[src/rtl/shared_adder_arbiter_pkg.sv]
// Shared constants and FSM encoding for the nibble-serial shared adder.
// Imported by the arbiter top and its testbench.
package shared_adder_arbiter_pkg;

  localparam int NIB_W = 4;

  typedef enum logic [1:0] {
    ST_IDLE = 2'd0,
    ST_ADD  = 2'd1,
    ST_DONE = 2'd2
  } state_e;

  // Width of the nibble index; at least one bit even for a single-nibble adder.
  function automatic int idx_bits(input int nib);
    return (nib > 1) ? $clog2(nib) : 1;
  endfunction

endpackage

[src/rtl/shared_adder_arbiter_adder.sv]
// Four-bit ripple adder used as the single shared nibble datapath.
// Built from per-bit full-adder equations.
module four_bit_adder (
  input  logic [3:0] i_a,
  input  logic [3:0] i_b,
  input  logic       i_cin,
  output logic [3:0] o_sum,
  output logic       o_cout
);

  logic [4:0] w_c;

  assign w_c[0] = i_cin;

  for (genvar g = 0; g < 4; g++) begin : g_bit
    assign o_sum[g]  = i_a[g] ^ i_b[g] ^ w_c[g];
    assign w_c[g+1]  = (i_a[g] & i_b[g]) | (w_c[g] & (i_a[g] ^ i_b[g]));
  end

  assign o_cout = w_c[4];

endmodule

[src/rtl/shared_adder_arbiter.sv]
// Two-requester round-robin arbiter in front of one nibble-serial adder.
// Handshake: reqN is a level held until doneN; the one-cycle doneN pulse is the only acknowledge.
module shared_adder_arbiter
  import shared_adder_arbiter_pkg::*;
#(
  parameter int WIDTH = 16
) (
  input  logic             clk,
  input  logic             rst_n,
  input  logic             req0,
  input  logic [WIDTH-1:0] opa0,
  input  logic [WIDTH-1:0] opb0,
  input  logic             cin0,
  input  logic             req1,
  input  logic [WIDTH-1:0] opa1,
  input  logic [WIDTH-1:0] opb1,
  input  logic             cin1,
  output logic             done0,
  output logic             done1,
  output logic [WIDTH-1:0] sum,
  output logic             cout,
  output logic             busy,
  output state_e           dbg_state
);

  localparam int NIB = WIDTH / NIB_W;
  localparam int IW  = idx_bits(NIB);
  localparam logic [IW-1:0] LAST_IDX = IW'(NIB - 1);

  state_e           r_state;
  logic [IW-1:0]    r_idx;
  logic             r_carry;
  logic             r_prio;
  logic             r_id;
  logic [WIDTH-1:0] r_opa;
  logic [WIDTH-1:0] r_opb;
  logic [WIDTH-1:0] r_res;

  logic             w_gnt_id;
  logic [3:0]       w_nib_a;
  logic [3:0]       w_nib_b;
  logic [3:0]       w_nib_s;
  logic             w_nib_c;
  logic [WIDTH-1:0] w_res_next;
  logic             w_last;

  // With both requests up, r_prio names the requester that was not served last.
  assign w_gnt_id = (req0 && req1) ? r_prio : req1;

  always_comb begin
    w_nib_a = r_opa[NIB_W*r_idx +: NIB_W];
    w_nib_b = r_opb[NIB_W*r_idx +: NIB_W];
  end

  four_bit_adder u_nib (
    .i_a    (w_nib_a),
    .i_b    (w_nib_b),
    .i_cin  (r_carry),
    .o_sum  (w_nib_s),
    .o_cout (w_nib_c)
  );

  always_comb begin
    w_res_next = r_res;
    w_res_next[NIB_W*r_idx +: NIB_W] = w_nib_s;
  end

  assign w_last    = (r_idx == LAST_IDX);
  assign busy      = (r_state != ST_IDLE);
  assign dbg_state = r_state;

  always_ff @(posedge clk or negedge rst_n) begin
    if (!rst_n) begin
      r_state <= ST_IDLE;
      r_idx   <= '0;
      r_carry <= 1'b0;
      r_prio  <= 1'b0;
      r_id    <= 1'b0;
      r_opa   <= '0;
      r_opb   <= '0;
      r_res   <= '0;
      sum     <= '0;
      cout    <= 1'b0;
      done0   <= 1'b0;
      done1   <= 1'b0;
    end else begin
      done0 <= 1'b0;
      done1 <= 1'b0;
      case (r_state)
        ST_IDLE: begin
          if (req0 || req1) begin
            r_id    <= w_gnt_id;
            r_prio  <= ~w_gnt_id;
            r_opa   <= w_gnt_id ? opa1 : opa0;
            r_opb   <= w_gnt_id ? opb1 : opb0;
            // The carry register doubles as the nibble-0 carry-in.
            r_carry <= w_gnt_id ? cin1 : cin0;
            r_idx   <= '0;
            r_state <= ST_ADD;
          end
        end
        ST_ADD: begin
          r_res   <= w_res_next;
          r_carry <= w_nib_c;
          r_idx   <= r_idx + 1'b1;
          if (w_last) begin
            sum     <= w_res_next;
            cout    <= w_nib_c;
            done0   <= ~r_id;
            done1   <= r_id;
            r_state <= ST_DONE;
          end
        end
        ST_DONE: r_state <= ST_IDLE;
        default: r_state <= ST_IDLE;
      endcase
    end
  end

endmodule
[config.mk]
export PLATFORM = sky130hd
export DESIGN_NAME = shared_adder_arbiter
export DESIGN_NICKNAME = d
export VERILOG_FILES = /design/src/rtl/shared_adder_arbiter_pkg.sv /design/src/rtl/shared_adder_arbiter_adder.sv /design/src/rtl/shared_adder_arbiter.sv
export SDC_FILE = /design/constraint.sdc
export NUM_CORES = 1
export LEC_CHECK = 0
export ABC_AREA = 1
export ABC_CLOCK_PERIOD_IN_PS = 7060
export BUFFER_PORTS_ARGS = -buffer_cell sky130_fd_sc_hd__buf_4
export CORE_MARGIN = 1
export CORE_UTILIZATION = 60
export CTS_BUF_LIST = sky130_fd_sc_hd__clkbuf_8
export CTS_CLUSTER_SIZE = 40
export DETAILED_ROUTE_END_ITERATION = 6
export HOLD_SLACK_MARGIN = 0.1
export MAX_ROUTING_LAYER = met4
export PLACE_DENSITY = 0.88
export SLEW_MARGIN = 20
export SYNTH_ARGS = -nofsm -noshare
export SYNTH_HDL_FRONTEND = slang
export SYNTH_SLANG_ARGS = --single-unit
[constraint.sdc]
create_clock -name clk -period 7.06 [get_ports clk]
set_input_delay 1.412 -clock clk [delete_from_list [all_inputs] [get_ports clk]]
set_output_delay 1.412 -clock clk [all_outputs]
set_load 0.005 [all_outputs]
## Yosys cells after proc, flatten, opt, wreduce, memory -nomap -nowiden

Cells that the tools add are included.

| operators by class | value |
|---|---|
| muxes and demuxes | 16 |
| reduce and logical (&&, ||, !) cells | 9 |
| bitwise logic cells | 22 |
| shifts and indexed selects | 4 |
| equality and inequality tests | 4 |
| add/subtract/negate cells | 2 |

Operators with widths:

| operator | count |
|---|---|
| 4-bit negation with 34-bit output | 1 |
| 4-bit by 34-bit variable shift with 16-bit output, first input constant | 1 |
| 4-bit by 34-bit variable part select with 16-bit output | 1 |
| 16-bit two-way mux | 2 |
| 16-bit by 5-bit variable part select with 4-bit output | 2 |
| 16-bit bitwise mux | 1 |
| 1-bit AND | 8 |
| 2-bit case mux with 2 select lines | 2 |
| 2-bit AND reduction | 4 |
| 1-bit bitwise XOR | 8 |
| 1-bit two-way mux | 7 |
| 2-bit two-way mux | 3 |
| 2-bit inequality test, second input constant | 2 |
| 1-bit bitwise OR | 4 |
| 2-bit nonzero test | 2 |
| 2-bit by 1-bit adder with 2-bit output, second input constant | 1 |
| 2-bit by 1-bit == test with 1-bit output, second input constant | 1 |
| 2-bit == test, second input constant | 1 |
| 2-bit logical NOT | 1 |
| 1-bit NOT | 2 |
| 1-bit case mux with 2 select lines | 1 |
| 1-bit logical AND | 1 |
| 1-bit logical OR | 1 |

| word-level totals | value |
|---|---|
| input bits | 70 |
| word-level logic and storage cells | 69 |
| output and inout port bits | 22 |
| register bits | 74 |

## Longest topological paths before layout

| logic depth | value |
|---|---|
| word-level depth | 11 |
| gate-level depth with buffers | 16 |
| mapped depth without buffers | 15 |

## Cells and area by module

A second synthesis with hierarchy kept.

| second synthesis, totals | value |
|---|---|
| cells, all modules | 466 |
| area, all modules | 3626.0 um^2 |

Modules (own cells, without submodules):

| module | sequential area each (um^2) | times used | area each (um^2) | cells an instance |
|---|---|---|---|---|
| shared_adder_arbiter | 1751.7 | 1 | 3508.4 | 452 |
| four_bit_adder | 0.0 | 1 | 117.6 | 14 |

## Worst setup path after synthesis

No wires, ideal clock.

| path | value |
|---|---|
| path kind | register -> register |
| start | register r_idx[0] |
| end | register r_res[15] |
| path slack | 4145 ps |
| arrival | 2798 ps |
| buffers on the path | 2 |
| stages on the path, launching flop included | 17 |
| required time | 6944 ps |
| library setup time | 116 ps |
| clock period less this slack | 2915 ps |
| cells stage by stage | dfrtp_1 -> buf_2 -> clkbuf_1 -> o21ai_0 -> nor2_1 -> a21oi_1 -> fa_1 -> inv_1 -> fa_1 -> inv_1 -> fa_1 -> inv_1 -> fa_1 -> nand3_1 -> o21ai_0 -> nand2_1 -> nand2_1 |

| between the ends | value |
|---|---|
| longest elaborated chain between the ends | 11 |
| elaborated cells on any way between the ends | 23 |
| those cells by class | add/sub: 1; shift: 4; mux: 1; bitwise: 17 |

RTL lines:

| element | line | RTL |
|---|---|---|
| from (decl) | shared_adder_arbiter.sv:31 | `logic [IW-1:0] r_idx;` |
| from (signal assigned) | shared_adder_arbiter.sv:105 | `r_idx <= r_idx + 1'b1;` |
| 16-bit by 5-bit variable part select with 4-bit output (on tied branches) | shared_adder_arbiter.sv:51, shared_adder_arbiter.sv:52 |  |
| 1-bit bitwise XOR | shared_adder_arbiter_adder.sv:16, shared_adder_arbiter_adder.sv:17 |  |
| 1-bit AND | shared_adder_arbiter_adder.sv:17 | `assign w_c[g+1] = (i_a[g] & i_b[g]) \| (w_c[g] & (i_a[g] ^ i_b[g]));` |
| 1-bit bitwise OR | shared_adder_arbiter_adder.sv:17 |  |
| 1-bit AND | shared_adder_arbiter_adder.sv:17 |  |
| 1-bit bitwise OR | shared_adder_arbiter_adder.sv:17 |  |
| 1-bit AND | shared_adder_arbiter_adder.sv:17 |  |
| 1-bit bitwise OR | shared_adder_arbiter_adder.sv:17 |  |
| 1-bit bitwise XOR | shared_adder_arbiter_adder.sv:16 | `assign o_sum[g] = i_a[g] ^ i_b[g] ^ w_c[g];` |
| 4-bit by 34-bit variable part select with 16-bit output | shared_adder_arbiter.sv:65 | `w_res_next[NIB_W*r_idx +: NIB_W] = w_nib_s;` |
| 16-bit bitwise mux * | shared_adder_arbiter.sv:65 |  |
| to (signal assigned) | shared_adder_arbiter.sv:103 | `r_res <= w_res_next;` |
| to (decl) | shared_adder_arbiter.sv:37 | `logic [WIDTH-1:0] r_res;` |

Every way passes the cells marked *; elsewhere a longest branch is shown, timed or not.
A chain may end at the register's enable or synchronous reset.

## Final worst setup path

| path | value |
|---|---|
| start | register r_idx[0] |
| end | register sum[15] |

| between the ends | value |
|---|---|
| longest elaborated chain between the ends | 11 |
| elaborated cells on any way between the ends | 25 |
| those cells by class | add/sub: 1; eq/ne: 1; shift: 4; mux: 1; bitwise: 17; reduce/logical: 1 |

RTL lines:

| element | line | RTL |
|---|---|---|
| 16-bit by 5-bit variable part select with 4-bit output (on tied branches) | shared_adder_arbiter.sv:51, shared_adder_arbiter.sv:52 |  |
| 1-bit bitwise XOR | shared_adder_arbiter_adder.sv:16, shared_adder_arbiter_adder.sv:17 |  |
| 1-bit AND | shared_adder_arbiter_adder.sv:17 |  |
| 1-bit bitwise OR | shared_adder_arbiter_adder.sv:17 |  |
| 1-bit AND | shared_adder_arbiter_adder.sv:17 |  |
| 1-bit bitwise OR | shared_adder_arbiter_adder.sv:17 |  |
| 1-bit AND | shared_adder_arbiter_adder.sv:17 |  |
| 1-bit bitwise OR | shared_adder_arbiter_adder.sv:17 |  |
| 1-bit bitwise XOR | shared_adder_arbiter_adder.sv:16 |  |
| 4-bit by 34-bit variable part select with 16-bit output | shared_adder_arbiter.sv:65 |  |
| 16-bit bitwise mux | shared_adder_arbiter.sv:65 |  |
| to (signal assigned) | shared_adder_arbiter.sv:107 | `sum <= w_res_next;` |
| to (decl) | shared_adder_arbiter.sv:20 | `output logic [WIDTH-1:0] sum,` |

Parallel ways exist; a longest one is shown, timed or not.

==> impl_metrics.yaml <==
outcome:
  status: "complete, no violations"
sta:
  min_period_over_period_pct: 53.7
  slew_violations: 0
  worst_slack_ns: 3.27
  hold_viol: 0
  finalSetupViolations: 0
  period_minus_slack_ns: 3.79
  clock.fmax_mhz: 264
  relSlewSlack_pct: 39.9
  worstMarginPinSlew_ns: 0.900
  grt_setup_unrepaired: "false"
  setup_tns_ns: 0
  skew_ns: 0.00655
  worst_hold_slack_ns: 0.469
hold_path:
  hold_depth: 1
  min_path_type: "register to register"
logic_synthesis:
  syn_nets: 564
  ys_seq_area_share_pct: 48.4
  synth_fa_ha_area_share_pct: 4.05
  synth_mux_area_share_pct: 0
  yosys_warnings: 0
  synth_area_um2: 3830
  synth_top_family_by_area: "simple AND/OR/NAND/NOR gates"
  synth_simple_gate_area_share_pct: 34.7
  yosys.area_share.xor_xnor_pct: 0
  synth_cells: 484
  avgSynthCellArea_um2: 7.91
  synth_compound_area_share_pct: 5.72
  ys_ff_latch: 74
  synth_cell_types: 24
grt:
  overflow: 0
  grt_max_degree: 75
  grt_usage_pct: 31.3
  antenna_found_initial: 0
  first_global_vias: 3376
  grt_pass1_wl_um: 15200
route:
  drtAntennaViolNets: 0
  drtPass1Iterations: 5
  drt-wirelength-per-cell_um: 14.5
  drt_iter0_drc: 262
  avgViaCountPerCell: 5.73
  via_count: 3685
  drc: 0
  wl_um: 9320
cells_and_area:
  final_cell_mix: "nand2_1, nand3_1, buf_4, dfrtp_1, o21ai_0"
  nFillCells: 449
  layout.cells.non_filler: 643
  area_delta_synth_final_pct: 22.3
  multi_input_area_um2: 1700
  diodes: 0
  drive_above_1_share_pct: 20.4
  design_area_um2: 4680
  final_core_util_pct: 77.7
  ff_latch_area_um2: 1850
  layout_commonest_cell: "nand2_1"
  num-nets-final: 643
clocking:
  cts_made_buffers: 9
  clock_latency_ns: 0.35
  cts_root_buf: "clkbuf_8"
  clkTransAtPathRegs_ns: 0.08
  post_cts_buffers: 0
  cts_resized: 0
  htreeDepth: 3
  clk_path_buf_depth: 2
  tritoncts: "yes"
  cts_sinks: 74
  cts_hold_buf: 0
placed_design:
  hpwl_um: 6390
  gp_congestion: 0.920
  placed_cells: 627
  port-buffer-count: 91
  pre_cts_ws_ns: 3.39
  place_area_um2: 4450
critical_path:
  crit_fanout: 29
  slowest_stage: "dfrtp_1"
  cp_num_cells: 15
  cp.required_ns: 7.35
  cpPeakStageDelay_ns: 0.86
  end_kind: "register"
  reg2regPathDepth: 15
  arrival_ns: 4.09
  cp_top_family: "adder cells"
  crit_type: "register to register"
  critPathBufInv: 4
  start_kind: "register"
  crit_chain: "inv_1, nor2_1, nor2_1, a21oi_1, fa_1, inv_1, fa_1, inv_1, fa_1, inv_1, fa_1, nand3_1, o21ai_0, nand2_1, nand2_1"
floorplan:
  die_h_um: 81.9
  die-area_um2: 6700
  placementRows: 28
  initial_utilization_pct: 63.5
  io_pins: 92
  coreArea_um2: 6030
  die_x_um: 81.9
job:
  cap_violations: 0
pwr:
  p_leak_nw: 2.48
  pwr_density_cell_nw_per_um2: 456
  vdd_drop_max_uv: 270
  power_mw: 2.13
## sequential cells by signal (all words and copies together) (netlist names)
name / flops
r_prio: 1
r_opb: 16
done1: 1
sum: 16
r_opa: 16
dbg_state: 2
r_carry: 1
r_id: 1
r_idx: 2
cout: 1
done0: 1
r_res: 16
## cell usage after synthesis
library cell | number | share of area (%)
nand2_1 | 171 | 17
nand3_1 | 104 | 14
dfrtp_1 | 74 | 48
o21ai_0 | 32 | 4.2
inv_1 | 23 | 2.3
nor2_1 | 22 | 2.2
buf_2 | 10 | 1.3
buf_6 | 8 | 2.4
ha_1 | 6 | 2.0
a21oi_1 | 4 | 0.52
fa_1 | 4 | 2.1
nand4_1 | 4 | 0.65
o22ai_1 | 4 | 0.65
buf_1 | 3 | 0.29
nor2_4 | 3 | 0.88
buf_4 | 2 | 0.39
clkbuf_1 | 2 | 0.20
nand2_2 | 2 | 0.33
clkinv_1 | 1 | 0.098
inv_2 | 1 | 0.098
inv_4 | 1 | 0.16
nand2_4 | 1 | 0.29
o21ai_1 | 1 | 0.13
o21ai_2 | 1 | 0.23
## cell families after synthesis
| family | Yosys count |
|---|---|
| simple gates | 307 |
| flops | 74 |
| buf+inv | 51 |
| compound gates | 42 |
| fa+ha+maj | 10 |
## layer usage
layer  wire length (µm)  vias to the layer above  track usage (%)
li1                   -                     1734                -
met1               3920                     1751             39.9
met2               4610                      173             49.4
met3                571                       27             6.67
met4                215                        0             11.4
met5                  0                        -                -
## power breakdown
part	switching, mW	leakage [nW]	internal [mW]	total (mW)
sequential	0.138	0.957	0.599	0.737
combinational	0.640	1.40	0.371	1.01
clock	0.153	0.122	0.231	0.384
## path summary, 6_finish.rpt
check	from	end	slack (ns)
setup / recovery	r_idx[0]$_DFFE_PN0P_	sum[15]$_DFFE_PN0P_	3.27
hold / removal	r_id$_DFFE_PN0P_	done0$_DFF_PN0_	0.47
setup reg to reg	r_idx[0]$_DFFE_PN0P_	sum[15]$_DFFE_PN0P_	3.27
hold reg to reg	r_id$_DFFE_PN0P_	done0$_DFF_PN0_	0.47
max in group asynchronous	rst_n	r_opa[11]$_DFFE_PN0P_	5.29
min in group asynchronous	rst_n	sum[9]$_DFFE_PN0P_	1.17
## layout make-up
type | instances | area share (%)
Clock buffer | 9 | 2.65
Clock inverter | 7 | 2.35
Inverter | 26 | 2.14
Multi-Input combinational cell | 359 | 36.4
Sequential cell | 74 | 39.6
Tap cell | 75 | 2.01
Timing Repair Buffer | 93 | 14.9
Power figures use the tool's default switching activity.
